**src/rtl/pwm_regs_pkg.sv**
```systemverilog
// Address map constants and sizing helpers shared by the PWM register file.
package pwm_regs_pkg;

  localparam int unsigned CH_BASE   = 'h10;
  localparam int unsigned CH_STRIDE = 'h10;
  localparam int unsigned CH_SHIFT  = $clog2(CH_STRIDE);

  // Global region offsets
  localparam logic [3:0] OFF_PERIOD   = 4'h0;
  localparam logic [3:0] OFF_CNT_EN   = 4'h4;
  localparam logic [3:0] OFF_CNT_RST  = 4'h5;
  localparam logic [3:0] OFF_UPDN     = 4'h6;
  localparam logic [3:0] OFF_PRESCALE = 4'h7;
  localparam logic [3:0] OFF_CNT_VAL  = 4'h8;
  localparam logic [3:0] OFF_STATUS   = 4'hC;
  localparam logic [3:0] OFF_IRQ_EN   = 4'hD;
  localparam logic [3:0] OFF_SHADOW   = 4'hE;

  // Per-channel offsets
  localparam logic [3:0] OFF_CMP1     = 4'h0;
  localparam logic [3:0] OFF_CMP2     = 4'h4;
  localparam logic [3:0] OFF_PWM_EN   = 4'h8;
  localparam logic [3:0] OFF_FUNC     = 4'h9;

  // Number of byte lanes backing a CNT_W-wide register
  function automatic int unsigned byte_lanes(input int unsigned cnt_w);
    return cnt_w / 8;
  endfunction

endpackage

```
**src/rtl/pwm_regs_ch.sv**
```systemverilog
// One PWM channel: staged/active compare registers, enable and mode.
module pwm_regs_ch
  import pwm_regs_pkg::*;
#(
  parameter int unsigned CNT_W = 16
) (
  input  logic             clk,
  input  logic             rst_n,
  input  logic             wr,
  input  logic [3:0]       off,
  input  logic [7:0]       data_write,
  input  logic             load,
  output logic [CNT_W-1:0] compare1,
  output logic [CNT_W-1:0] compare2,
  output logic             pwm_en,
  output logic [1:0]       functions,
  output logic [7:0]       rdata_c
);

  localparam int unsigned LANES = byte_lanes(CNT_W);

  logic [CNT_W-1:0] cmp1_stg;
  logic [CNT_W-1:0] cmp2_stg;

  // Byte writes into staging and the unstaged control fields
  always_ff @(posedge clk or negedge rst_n) begin
    if (!rst_n) begin
      cmp1_stg  <= '0;
      cmp2_stg  <= '0;
      pwm_en    <= 1'b0;
      functions <= 2'b00;
    end else if (wr) begin
      for (int unsigned n = 0; n < LANES; n++) begin
        if (off == OFF_CMP1 + 4'(n)) cmp1_stg[8*n +: 8] <= data_write;
        if (off == OFF_CMP2 + 4'(n)) cmp2_stg[8*n +: 8] <= data_write;
      end
      if (off == OFF_PWM_EN) pwm_en    <= data_write[0];
      if (off == OFF_FUNC)   functions <= data_write[1:0];
    end
  end

  // Active compares take the whole staged word at once
  always_ff @(posedge clk or negedge rst_n) begin
    if (!rst_n) begin
      compare1 <= '0;
      compare2 <= '0;
    end else if (load) begin
      compare1 <= cmp1_stg;
      compare2 <= cmp2_stg;
    end
  end

  // Readback mux; staging (not active) values are visible
  always_comb begin
    rdata_c = 8'h00;
    if (off[3:2] == OFF_CMP1[3:2]) begin
      if (32'(off[1:0]) < LANES) rdata_c = 8'(cmp1_stg >> {off[1:0], 3'b000});
    end else if (off[3:2] == OFF_CMP2[3:2]) begin
      if (32'(off[1:0]) < LANES) rdata_c = 8'(cmp2_stg >> {off[1:0], 3'b000});
    end else if (off == OFF_PWM_EN) begin
      rdata_c = {7'b0, pwm_en};
    end else if (off == OFF_FUNC) begin
      rdata_c = {6'b0, functions};
    end
  end

endmodule

```
**src/rtl/pwm_regs_mc.sv**
```systemverilog
// Multi-channel PWM register file: global counter controls, shadowed
// period/compares, counter-reset pulse, COUNTER_VAL snapshot, match status.
module pwm_regs_mc
  import pwm_regs_pkg::*;
#(
  parameter int unsigned NUM_CH        = 4,
  parameter int unsigned CNT_W         = 16,
  parameter int unsigned ADDR_W        = 8,
  parameter int unsigned RST_PULSE_CYC = 4
) (
  input  logic                    clk,
  input  logic                    rst_n,
  input  logic                    read,
  input  logic                    write,
  input  logic [ADDR_W-1:0]       addr,
  input  logic [7:0]              data_write,
  output logic [7:0]              data_read,
  input  logic [CNT_W-1:0]        counter_val,
  input  logic                    period_end,
  input  logic [NUM_CH-1:0]       ch_match,
  output logic [CNT_W-1:0]        period,
  output logic                    en,
  output logic                    count_reset,
  output logic                    upnotdown,
  output logic [7:0]              prescale,
  output logic [NUM_CH-1:0]       pwm_en,
  output logic [2*NUM_CH-1:0]     functions,
  output logic [NUM_CH*CNT_W-1:0] compare1,
  output logic [NUM_CH*CNT_W-1:0] compare2,
  output logic                    irq
);

  localparam int unsigned LANES       = byte_lanes(CNT_W);
  localparam int unsigned BLK_W       = ADDR_W - CH_SHIFT;
  localparam int unsigned CH_BASE_BLK = CH_BASE / CH_STRIDE;
  localparam int unsigned SNAP_W      = (CNT_W > 8) ? CNT_W - 8 : 1;
  localparam int unsigned RC_W        = 4;

  logic [BLK_W-1:0]  blk;
  logic [3:0]        off;
  logic              glb_sel;
  logic              wr_glb;
  logic              rst_wr;
  logic              cv_rd;
  logic              load;
  logic [NUM_CH-1:0] clr;
  logic [NUM_CH-1:0] ch_sel;
  logic [7:0]        ch_rdata [NUM_CH];

  logic [CNT_W-1:0]  period_stg;
  logic [NUM_CH-1:0] status;
  logic [NUM_CH-1:0] irq_en;
  logic              shadow_ctrl;
  logic [SNAP_W-1:0] snap;
  logic [RC_W-1:0]   rst_cnt;

  assign blk     = addr[ADDR_W-1:CH_SHIFT];
  assign off     = addr[CH_SHIFT-1:0];
  assign glb_sel = (blk == '0);
  assign wr_glb  = write && glb_sel;
  assign rst_wr  = wr_glb && (off == OFF_CNT_RST);
  assign cv_rd   = read && glb_sel && (off == OFF_CNT_VAL);
  assign clr     = (wr_glb && (off == OFF_STATUS)) ? data_write[NUM_CH-1:0] : '0;
  // Shadowed: load at period boundary; immediate: every cycle; counter reset forces a load
  assign load    = rst_wr || !shadow_ctrl || period_end;
  assign irq     = |(status & irq_en);

  // Global control registers and period staging
  always_ff @(posedge clk or negedge rst_n) begin
    if (!rst_n) begin
      period_stg  <= '0;
      en          <= 1'b0;
      upnotdown   <= 1'b0;
      prescale    <= 8'h00;
      irq_en      <= '0;
      shadow_ctrl <= 1'b1;
    end else if (wr_glb) begin
      for (int unsigned n = 0; n < LANES; n++) begin
        if (off == OFF_PERIOD + 4'(n)) period_stg[8*n +: 8] <= data_write;
      end
      case (off)
        OFF_CNT_EN:   en          <= data_write[0];
        OFF_UPDN:     upnotdown   <= data_write[0];
        OFF_PRESCALE: prescale    <= data_write;
        OFF_IRQ_EN:   irq_en      <= data_write[NUM_CH-1:0];
        OFF_SHADOW:   shadow_ctrl <= data_write[0];
        default: ;
      endcase
    end
  end

  // Active period
  always_ff @(posedge clk or negedge rst_n) begin
    if (!rst_n)    period <= '0;
    else if (load) period <= period_stg;
  end

  // Sticky match status; a set wins over a simultaneous clear
  always_ff @(posedge clk or negedge rst_n) begin
    if (!rst_n) status <= '0;
    else        status <= (status & ~clr) | ch_match;
  end

  // Upper COUNTER_VAL bytes frozen when the low byte is read
  always_ff @(posedge clk or negedge rst_n) begin
    if (!rst_n)     snap <= '0;
    else if (cv_rd) snap <= SNAP_W'(counter_val >> 8);
  end

  // Self-timed count_reset pulse; a rewrite restarts the full length
  always_ff @(posedge clk or negedge rst_n) begin
    if (!rst_n) begin
      count_reset <= 1'b0;
      rst_cnt     <= '0;
    end else if (rst_wr) begin
      count_reset <= 1'b1;
      rst_cnt     <= RC_W'(RST_PULSE_CYC - 1);
    end else if (rst_cnt != '0) begin
      rst_cnt     <= rst_cnt - RC_W'(1);
    end else begin
      count_reset <= 1'b0;
    end
  end

  // Channel instances with block-address select
  for (genvar c = 0; c < NUM_CH; c++) begin : g_ch
    assign ch_sel[c] = (blk == BLK_W'(CH_BASE_BLK + c));

    pwm_regs_ch #(.CNT_W(CNT_W)) u_ch (
      .clk        (clk),
      .rst_n      (rst_n),
      .wr         (write && ch_sel[c]),
      .off        (off),
      .data_write (data_write),
      .load       (load),
      .compare1   (compare1[c*CNT_W +: CNT_W]),
      .compare2   (compare2[c*CNT_W +: CNT_W]),
      .pwm_en     (pwm_en[c]),
      .functions  (functions[2*c +: 2]),
      .rdata_c    (ch_rdata[c])
    );
  end

  // Combinational read mux; zero when not reading
  always_comb begin
    data_read = 8'h00;
    if (read) begin
      if (glb_sel) begin
        if (off[3:2] == OFF_PERIOD[3:2]) begin
          if (32'(off[1:0]) < LANES) data_read = 8'(period_stg >> {off[1:0], 3'b000});
        end else if (off[3:2] == OFF_CNT_VAL[3:2]) begin
          if (off[1:0] == 2'b00)          data_read = counter_val[7:0];
          else if (32'(off[1:0]) < LANES) data_read = 8'({snap, 8'h00} >> {off[1:0], 3'b000});
        end else begin
          case (off)
            OFF_CNT_EN:   data_read = {7'b0, en};
            OFF_UPDN:     data_read = {7'b0, upnotdown};
            OFF_PRESCALE: data_read = prescale;
            OFF_STATUS:   data_read = 8'(status);
            OFF_IRQ_EN:   data_read = 8'(irq_en);
            OFF_SHADOW:   data_read = {7'b0, shadow_ctrl};
            default:      data_read = 8'h00;
          endcase
        end
      end
      for (int c = 0; c < NUM_CH; c++) begin
        if (ch_sel[c]) data_read = ch_rdata[c];
      end
    end
  end

endmodule

```
**config.mk**
```make
export PLATFORM = sky130hd
export DESIGN_NAME = pwm_regs_mc
export DESIGN_NICKNAME = d
export VERILOG_FILES = /design/src/rtl/pwm_regs_pkg.sv /design/src/rtl/pwm_regs_ch.sv /design/src/rtl/pwm_regs_mc.sv
export SDC_FILE = /design/constraint.sdc
export NUM_CORES = 1
export LEC_CHECK = 0
export BUFFER_PORTS_ARGS = -buffer_cell sky130_fd_sc_hd__buf_4
export CAP_MARGIN = 40
export CORE_MARGIN = 3
export CORE_UTILIZATION = 57
export CTS_CLUSTER_DIAMETER = 80
export CTS_CLUSTER_SIZE = 24
export DETAILED_ROUTE_END_ITERATION = 8
export PLACE_DENSITY = 0.8
export SLEW_MARGIN = 30
export SYNTH_ARGS = -nofsm -noshare
export SYNTH_HDL_FRONTEND = slang
export SYNTH_SLANG_ARGS = --single-unit
```
**constraint.sdc**
```tcl
create_clock -name clk -period 2.5 [get_ports clk]
set_input_delay 0.375 -clock clk [delete_from_list [all_inputs] [get_ports clk]]
set_output_delay 0.375 -clock clk [all_outputs]
set_load 0.005 [all_outputs]
```
; ---- Word level (Yosys, flattened, before mapping)
; Index checks and enable logic that the tools add are counted.
[word_totals]
regBits = 332
input_bits = 41
out_inout_bits = 176
wordCells = 168
[classes]
n_addsub = 1
n_lt_le_gt_ge = 1
eq_ne = 17
n_shift = 10
muxes = 41
bitwise_logic = 4
n_reduce_logical = 50
[op_table]
columns = op, count
row1 = 2-to-1 mux 8 bit, 31
row2 = right shift 16 x 5 -> 8 bit, 10
row3 = AND reduction 2 bit, 31
row4 = case mux 8 bit (6 select lines), 1
row5 = "equality test 4 x 3 -> 1 bit, second input constant", 5
row6 = "equality test 4 bit, second input constant", 5
row7 = 2-to-1 mux 4 bit, 3
row8 = logical AND 1 bit, 9
row9 = bitwise AND 4 bit, 2
row10 = "equality test 4 x 1 -> 1 bit, second input constant", 2
row11 = "equality test 4 x 2 -> 1 bit, second input constant", 2
row12 = zero test 4 bit, 2
row13 = 2-to-1 mux 2 bit, 4
row14 = zero test 2 bit, 2
row15 = NOT 4 bit, 1
row16 = OR 4 bit, 1
row17 = nonzero test 4 bit, 1
row18 = OR reduction 4 bit, 1
row19 = "subtractor 4 x 1 -> 4 bit, second input constant", 1
row20 = "equality test 2 x 1 -> 1 bit, second input constant", 1
row21 = "equality test 2 bit, second input constant", 1
row22 = logical OR 1 bit, 2
row23 = "< comparator 2 bit, second input constant", 1
row24 = 2-to-1 mux 1 bit, 2
row25 = 3 further kinds, 3

; ---- Longest topological paths before layout
; Gate-level depths: netlist (run 1).
[depth]
word_depth = 11
ltp_mapped = 9
depth_no_buf = 6

; ---- Hierarchy
; From an unflattened synthesis (run 1), not the netlist that was laid out.
[unflattened]
cells_unflattened = 1018
area_unflattened_um2 = 14978.1
[modules_own_cells]
columns = module, instances, cells_per_inst, area_each_um2, seq_area_each_um2
row1 = pwm_regs_ch, 4, 178, 2869.0, 1676.6
row2 = pwm_regs_mc, 1, 306, 3502.1, 1602.8

; ---- Worst setup path after synthesis (run 1)
; Ideal clock, no wire load.
[synth_timing]
path_type = input port to output port
from = input addr[2]
to = output data_read[3]
arrival_ps = 2008
required_ps = 2125
setup_slack_ps = 117
cell_stages = 7
n_path_buf = 4
path_cell_list = buf_2 > buf_1 > clkbuf_1 > clkbuf_1 > mux4_2 > nand4_1 > o41ai_1
[synth_between]
elab_chain_cells = 10
elab_cells_between_ends = 26
cone_classes = eq/ne (8) / mux (17) / reduce/logical (1)
[synth_rtl]
columns = element, line_no
row1 = "start, declared", pwm_regs_mc.sv:15  ; input logic [ADDR_W-1:0] addr,
row2 = equality test 4 bit / equality test 4 x 3 -> 1 bit (equally long branches), pwm_regs_mc.sv:155  ; case (off)
row3 = case mux 8 bit (6 select lines), pwm_regs_mc.sv:155
row4 = 2-to-1 mux 8 bit, pwm_regs_mc.sv:151  ; end else if (off[3:2] == OFF_CNT_VAL[3:2]) begin
row5 = 2-to-1 mux 8 bit, pwm_regs_mc.sv:149  ; if (off[3:2] == OFF_PERIOD[3:2]) begin
row6 = 2-to-1 mux 8 bit, pwm_regs_mc.sv:148  ; if (glb_sel) begin
row7 = 2-to-1 mux 8 bit (3 in series), pwm_regs_mc.sv:167  ; if (ch_sel[c]) data_read = ch_rdata[c];
row8 = 2-to-1 mux 8 bit (*), pwm_regs_mc.sv:167
row9 = 2-to-1 mux 8 bit (*), pwm_regs_mc.sv:147  ; if (read) begin
row10 = "end, declared", pwm_regs_mc.sv:17  ; output logic [7:0] data_read,
; Mark *: on every way between the ends. The rest lies on a longest branch, timed or not.

; ---- Final worst setup path (run 1)
[layout_timing]
from = register g_ch[0].u_ch.cmp2_stg[0]
to = output data_read[0]
[layout_between]
elab_chain_cells = 9
[layout_rtl]
columns = element, line_no
row1 = "start, declared", pwm_regs_ch.sv:23  ; logic [CNT_W-1:0] cmp2_stg;
row2 = "start signal, assigned by index", pwm_regs_ch.sv:35  ; if (off == OFF_CMP2 + 4'(n)) cmp2_stg[8*n +: 8] <= data_write;
row3 = right shift 16 x 5 -> 8 bit, pwm_regs_ch.sv:59  ; if (32'(off[1:0]) < LANES) rdata_c = 8'(cmp2_stg >> {off[1:0], 3'b000});
row4 = 2-to-1 mux 8 bit, pwm_regs_ch.sv:59
row5 = 2-to-1 mux 8 bit, pwm_regs_ch.sv:58  ; end else if (off[3:2] == OFF_CMP2[3:2]) begin
row6 = 2-to-1 mux 8 bit, pwm_regs_ch.sv:56  ; if (off[3:2] == OFF_CMP1[3:2]) begin
row7 = 2-to-1 mux 8 bit (4 in series), pwm_regs_mc.sv:167
row8 = 2-to-1 mux 8 bit, pwm_regs_mc.sv:147
; No other way between the ends.

==> results.yml, run 1 <==
logic_synthesis:
  async_flop_share_pct: 100.0
  synth-seq-area-share_pct: 56.27
  synth_cell_type_count: 63
  synth_top_area_share_pct: 56.09
  synth-seq-cells: 332
  synth_edf_count: 0
  synthesis.area_um2: 14770
  synth.most_common_cell: "dfrtp_1"
  yosys_warnings: 0
  synth_cells: 1021
  synth_area_leaders: "dfrtp_1 (56%), mux2_2 (21%), mux2_4 (6.1%)"
  synth.net_count: 1063
  synth.avg_cell_area_um2: 14.46
  yosysTopAreaCell: "dfrtp_1"
  netlist_top_cells_count: "dfrtp_1 (331), mux2_2 (271), mux2_4 (60), nand2_1 (51), mux2i_1 (46)"
  ys.flop_type: "dfrtp_1"
sta:
  fmax_mhz: 379.5
  min_period_over_period_pct: 105.4
  max-slew-margin-rel_pct: 58.09
  report.final.setup_viol: 2
  final-hold-violation-count: 0
  drv_slew: 0
  period_needed_ps: 2635
  worst_slew_pin_slew_ps: 628.6
  skew_ps: 18.30
  setup_ws_ps: -135.1
  fin_setup_tns_ps: -235.9
  rsz0062_at_grt: "yes"
cells_and_area:
  multi_input_area_um2: 6210
  fin_nets: 1338
  regArea_um2: 8309
  fillers: 1725
  num_antenna_cells: 0
  stdcell_area_um2: 18060
  area_growth_pct: 22.31
  layout.cells.non_filler: 1626
  drive_gt1_share_pct: 55.56
global_routing:
  overflow: 0
  grt_start_max_net_pins: 73
  grt_usage_pct: 28.44
  antenna_found_initial: 2
  grt_pass1_vias: 10230
  grt_pass1_wl_mm: 62.07
outcome:
  status: "finished with violations"
  violations: "setup timing"
power_and_ir_drop:
  power.density_nw_per_um2: 558.6
  p_seq_share_pct: 58.4
  swShare_pct: 24.73
  cellLeakagePower_uw: 0.009115
  ir_drop_mv: 0.4512
  intPower_uw: 7594
  switchingPower_uw: 2495
  clkPwrFrac_pct: 28.3
  comb_power_share_pct: 13.3
cts:
  insertion_delay_ps: 510
  cts_num_sinks: 332
  cts_buffers: 17
  max-clock-path-buffers: 3
  path_clk_slew_ps: 100
  cts-root-buf: "clkbuf_16"
  cts_tree: "done"
  h-tree-depth: 1
worst_setup_path:
  cp.required_ps: 2120
  worst_path_most_repeated_cell: "a31oi_4"
  critPathTopFamily: "compound AO/OA/AOI/OAI gates"
  slowest_stage: "mux4_2"
  path_cells: "mux4_2 -> a22o_1 -> and3_4 -> a31oi_4 -> a31oi_4 -> buf_6"
  path_max_fanout: 2
  crit_type: "reg -> out"
  critPathCaptureType: "output port"
  cp.arrival_ps: 2260
  slowest_delay_ps: 500
  worst_setup_path_start_kind: "register"
  crit_buf_inv: 1
routing:
  drtIter0Drc: 819
  vias: 9778
  detail-route-antenna-nets: 0
  post-route-drc-count: 0
  vias_per_cell: 6.014
  detail_route.wl_per_cell_um: 24.59
  routed_wirelength_mm: 39.98
  drtPass1Iterations: 5
placed_design:
  pre_cts_ws_ps: -134.1
  place_inst: 1578
  gp_congestion: 0.9248
  placed_cell_area_um2: 17260
  post-dp-hpwl_mm: 28.56
  portBuffers: 216
floorplan:
  core_area_um2: 25330
  io_pins: 217
  start_util_pct: 58.31
  die_area_um2: 27880
  rows: 58
  chipHeight_um: 167.0
  dieWidth_um: 167.0
flow_run:
  cap_violations: 0
worst_hold_path:
  hold_path_class: "in -> reg"
==> per-stage QoR <==
stage	hold WS, ps	util [%]	power (µW)
after detailed placement	404.5	68.15	7268
after floorplan	79.41	-	6554
after global placement	404.4	68.15	7215
after global routing	43.25	71.32	10500
after CTS	28.45	70.51	10120
final	41.43	71.32	10090
==> flip-flops by register name, indices dropped and copies added (netlist names) <==
| name | count |
|---|---|
| g_ch.u_ch.cmp1_stg | 64 |
| irq_en | 4 |
| upnotdown | 1 |
| status | 4 |
| g_ch.u_ch.cmp2_stg | 64 |
| shadow_ctrl | 1 |
| prescale | 8 |
| period | 16 |
| count_reset | 1 |
| g_ch.u_ch.compare2 | 64 |
| rst_cnt | 4 |
| g_ch.u_ch.functions | 8 |
| g_ch.u_ch.pwm_en | 4 |
| period_stg | 16 |
| g_ch.u_ch.compare1 | 64 |
| en | 1 |
| snap | 8 |
==> what timing repair did <==
action / CTS / global route
resized for setup: 10 / 16
setup buffers: 16 / 14
endpoints found under the setup margin: 6 / 8
pin swaps: 7 / 7
hold buffers: 1 / 0
gates cloned: 0 / 1
endpoints found under the hold margin: 62 / 0
==> cells by family after synthesis <==
logic type               Yosys count  share of synthesized area, %
multiplexers                     392                         32.17
flip-flops                       332                         56.27
AND/OR/NAND/NOR                  130                         4.787
AO/OA/AOI/OAI                     88                         4.067
buffers and inverters             77                         2.567
XOR/XNOR                           1                       0.05932
adder cells (fa/ha/maj)            1                       0.08471
==> cell type report <==
cell class                 count  area share [%]
multi-input combinational    612           34.38
timing repair buffer         325           14.76
clock buffer                  18           2.376
tap                          330           2.286
clock inverter                 1         0.02771
inverter                       8          0.1663
sequential                   332           46.00
==> power by group through the flow <==
stage	clock network [µW]	registers [µW]	logic [µW]
after floorplan	0	5910	639
after global routing	3120	5920	1450
after detailed placement	0	5990	1280
final	2860	5890	1340
after CTS	2920	5880	1310
after global placement	0	5980	1240
==> cell usage in the layout, fill, tap and decap left out, types with 4 or more instances in the layout <==
cell type,netlist,layout
a22oi_1,8,7
mux2i_1,46,44
inv_1,8,8
mux2_4,60,60
nand3_1,9,9
mux4_2,15,15
buf_12,0,15
o22ai_1,9,9
buf_4,4,304
nor2_1,13,13
nor2b_1,6,6
o211ai_1,6,6
o21ai_0,15,13
clkbuf_16,0,18
mux2_2,271,271
nor3_1,4,4
dfrtp_1,331,331
nor2_2,4,4
a21o_1,5,5
a21oi_1,13,11
a22o_1,4,4
nand2_1,51,51
and2_1,4,4
==> final timing paths <==
path                                          start                       end  slack [ps]  cells past startpoint
setup / recovery           g_ch[0].u_ch.cmp2_stg[0]              data_read[0]        -140                      6
max in group asynchronous                     rst_n  g_ch[2].u_ch.compare1[4]        1190                      3
setup reg to reg                        shadow_ctrl                period[13]         480                      4
min in group asynchronous                     rst_n                period[11]         440                      2
hold / removal                          ch_match[3]                 status[3]          40                      2
hold reg to reg                         count_reset               count_reset         510                      2
==> layer usage <==
| metal | vias up | track usage (%) | share of wire [%] |
|---|---|---|---|
| met3 | 61 | 5.341 | 7.1 |
| met2 | 360 | 45.04 | 47 |
| met4 | 4 | 7.102 | 2.6 |
| met1 | 5093 | 41.27 | 43 |
| li1 | 4260 | - | - |
| met5 | - | 0 | 0.053 |
Note: power is estimated with default switching activity, not from simulation.
==> inputs of run 2 (changes only) <==
--- a/config.mk
+++ b/config.mk
@@ -13,6 +13,7 @@
 export CTS_CLUSTER_SIZE = 24
 export DETAILED_ROUTE_END_ITERATION = 8
 export PLACE_DENSITY = 0.8
+export REMOVE_ABC_BUFFERS = 1
 export SLEW_MARGIN = 30
 export SYNTH_ARGS = -nofsm -noshare
 export SYNTH_HDL_FRONTEND = slang
==> run 2 against run 1 <==
The run still ends with setup timing left; critical path depth up 3; sequential share of layout area down 0.34 points; register-to-register slack better by 200 ps; cell count up 0.92%; die area unchanged; maximum frequency down 2.2%; highest routed layer is now met4; sequential power about the same; core utilization up 0.53 points.
==> results.yml, run 2 (synthesized netlist as in run 1, its figures left out) <==
sta:
  drv_slew: 0
  fin_setup_tns_ps: -317.7
  fmax_mhz: 371.1
  setup_ws_ps: -194.4
  min_period_over_period_pct: 107.8
  period_needed_ps: 2694
  max-slew-margin-rel_pct: 55.82
  final-hold-violation-count: 0
  rsz0062_at_grt: "yes"
  skew_ps: 13.45
  worst_slew_pin_slew_ps: 662.6
  report.final.setup_viol: 2
floorplan:
  die_area_um2: 27880
  core_area_um2: 25330
  start_util_pct: 58.31
  rows: 58
  chipHeight_um: 167.0
  dieWidth_um: 167.0
  io_pins: 217
cts:
  cts-root-buf: "clkbuf_16"
  max-clock-path-buffers: 3
  h-tree-depth: 1
  path_clk_slew_ps: 90
  insertion_delay_ps: 520
  cts_num_sinks: 332
  cts_tree: "done"
  cts_buffers: 17
global_routing:
  grt_usage_pct: 28.77
  grt_start_max_net_pins: 78
  grt_pass1_wl_mm: 62.87
  grt_pass1_vias: 10530
  antenna_found_initial: 0
  overflow: 0
worst_setup_path:
  r2r_start: "shadow_ctrl"
  critPathCaptureType: "output port"
  cp_num_cells: 9
  slowest_delay_ps: 490
  cp.required_ps: 2120
  r2r_end: "g_ch[2].u_ch.compare2[13]"
  slowest_stage: "o41ai_2"
  critPathTopFamily: "compound AO/OA/AOI/OAI gates"
  path_cells: "buf_4 -> nor4bb_4 -> buf_4 -> a21oi_1 -> a21oi_1 -> a211oi_2 -> o41ai_2 -> buf_4 -> buf_6"
  path_max_fanout: 8
  cp-startpoint: "addr[2]"
  worst_path_most_repeated_cell: "buf_4"
  crit_buf_inv: 4
  endpoint: "data_read[3]"
  worst_setup_path_start_kind: "input pin"
  worst_r2r_path_depth: 4
  r2r_setup_slack_ps: 680
  crit_type: "in -> out"
  cp.arrival_ps: 2320
power_and_ir_drop:
  power.density_nw_per_um2: 559.4
  cellLeakagePower_uw: 0.009211
  ir_drop_mv: 0.5039
worst_hold_path:
  hold_path_class: "in -> reg"
cells_and_area:
  mostFrequentLayoutCells: "dfrtp_1 (331), buf_4 (316), mux2_2 (271)"
  layout.cells.non_filler: 1641
  num_antenna_cells: 0
  final_common_cell: "dfrtp_1"
  fin_nets: 1349
  area_growth_pct: 23.21
  drive_gt1_share_pct: 56.14
  stdcell_area_um2: 18200
routing:
  detail_route.wl_per_cell_um: 24.88
  detail-route-antenna-nets: 0
  post-route-drc-count: 0
  vias_per_cell: 6.073
  drtIter0Drc: 802
  routed_wirelength_mm: 40.83
  drtPass1Iterations: 7
  vias: 9966
flow_run:
  cap_violations: 0
placed_design:
  gp_congestion: 0.9725
  pre_cts_ws_ps: -531.7
  post-dp-hpwl_mm: 29.56
  place_inst: 1595
  portBuffers: 216
  placed_cell_area_um2: 17380
outcome:
  violations: "setup timing"
  status: "finished with violations"
run 2: where the power goes:
part           switching, µW  internal (µW)  leakage, µW  total, µW
Combinational            641            714      0.00444       1350
Clock                   1670           1260     0.000223       2940
Sequential               235           5650      0.00455       5890
run 2: timing repair:
| item | in CTS | in global routing |
|---|---|---|
| hold buffers | 1 | 0 |
| setup endpoints to repair | 7 | 7 |
| hold endpoints to repair | 69 | 0 |
| setup buffers | 20 | 3 |
| resized for setup | 20 | 13 |
| cloned | 0 | 1 |
| pin swaps | 14 | 10 |
run 2: worst min-delay path by stage:
stage           startpoint                        end  slack (ps)  depth (start not counted)
6_report       ch_match[2]                  status[2]          50                          2
3_3_place_gp         rst_n   g_ch[0].u_ch.cmp1_stg[2]         430                          1
5_1_grt        ch_match[2]                  status[2]          40                          2
2_1_floorplan        rst_n                count_reset          80                          0
4_1_cts        ch_match[2]                  status[2]          30                          2
3_5_place_dp         rst_n  g_ch[0].u_ch.cmp1_stg[11]         430                          1
run 2: final cells by class:
| class | count | area (µm²) |
|---|---|---|
| Clock buffer | 21 | 440.4 |
| Timing Repair Buffer | 336 | 2736 |
| Tap cell | 330 | 412.9 |
| Inverter | 8 | 30.03 |
| Sequential cell | 332 | 8309 |
| Fill cell | 1698 | 7131 |
| Multi-Input combinational cell | 612 | 6254 |
| Clock inverter | 2 | 13.76 |
run 2: per-layer routing:
metal,vias to the layer above,share of wire [%],track usage [%]
li1,4287,-,-
met4,0,2.8,7.712
met2,393,49,48.45
met3,78,6.0,3.608
met1,5208,42,40.06
met5,-,0,0
run 2: stage by stage:
stage               hold WS [ps]  power (µW)  util (%)
floorplan                  79.41        6502         -
global placement           426.5        7238     68.60
detailed placement         430.3        7291     68.60
CTS                        31.73       10210     71.39
global route               35.38       10540     71.85
finish                     46.54       10180     71.85
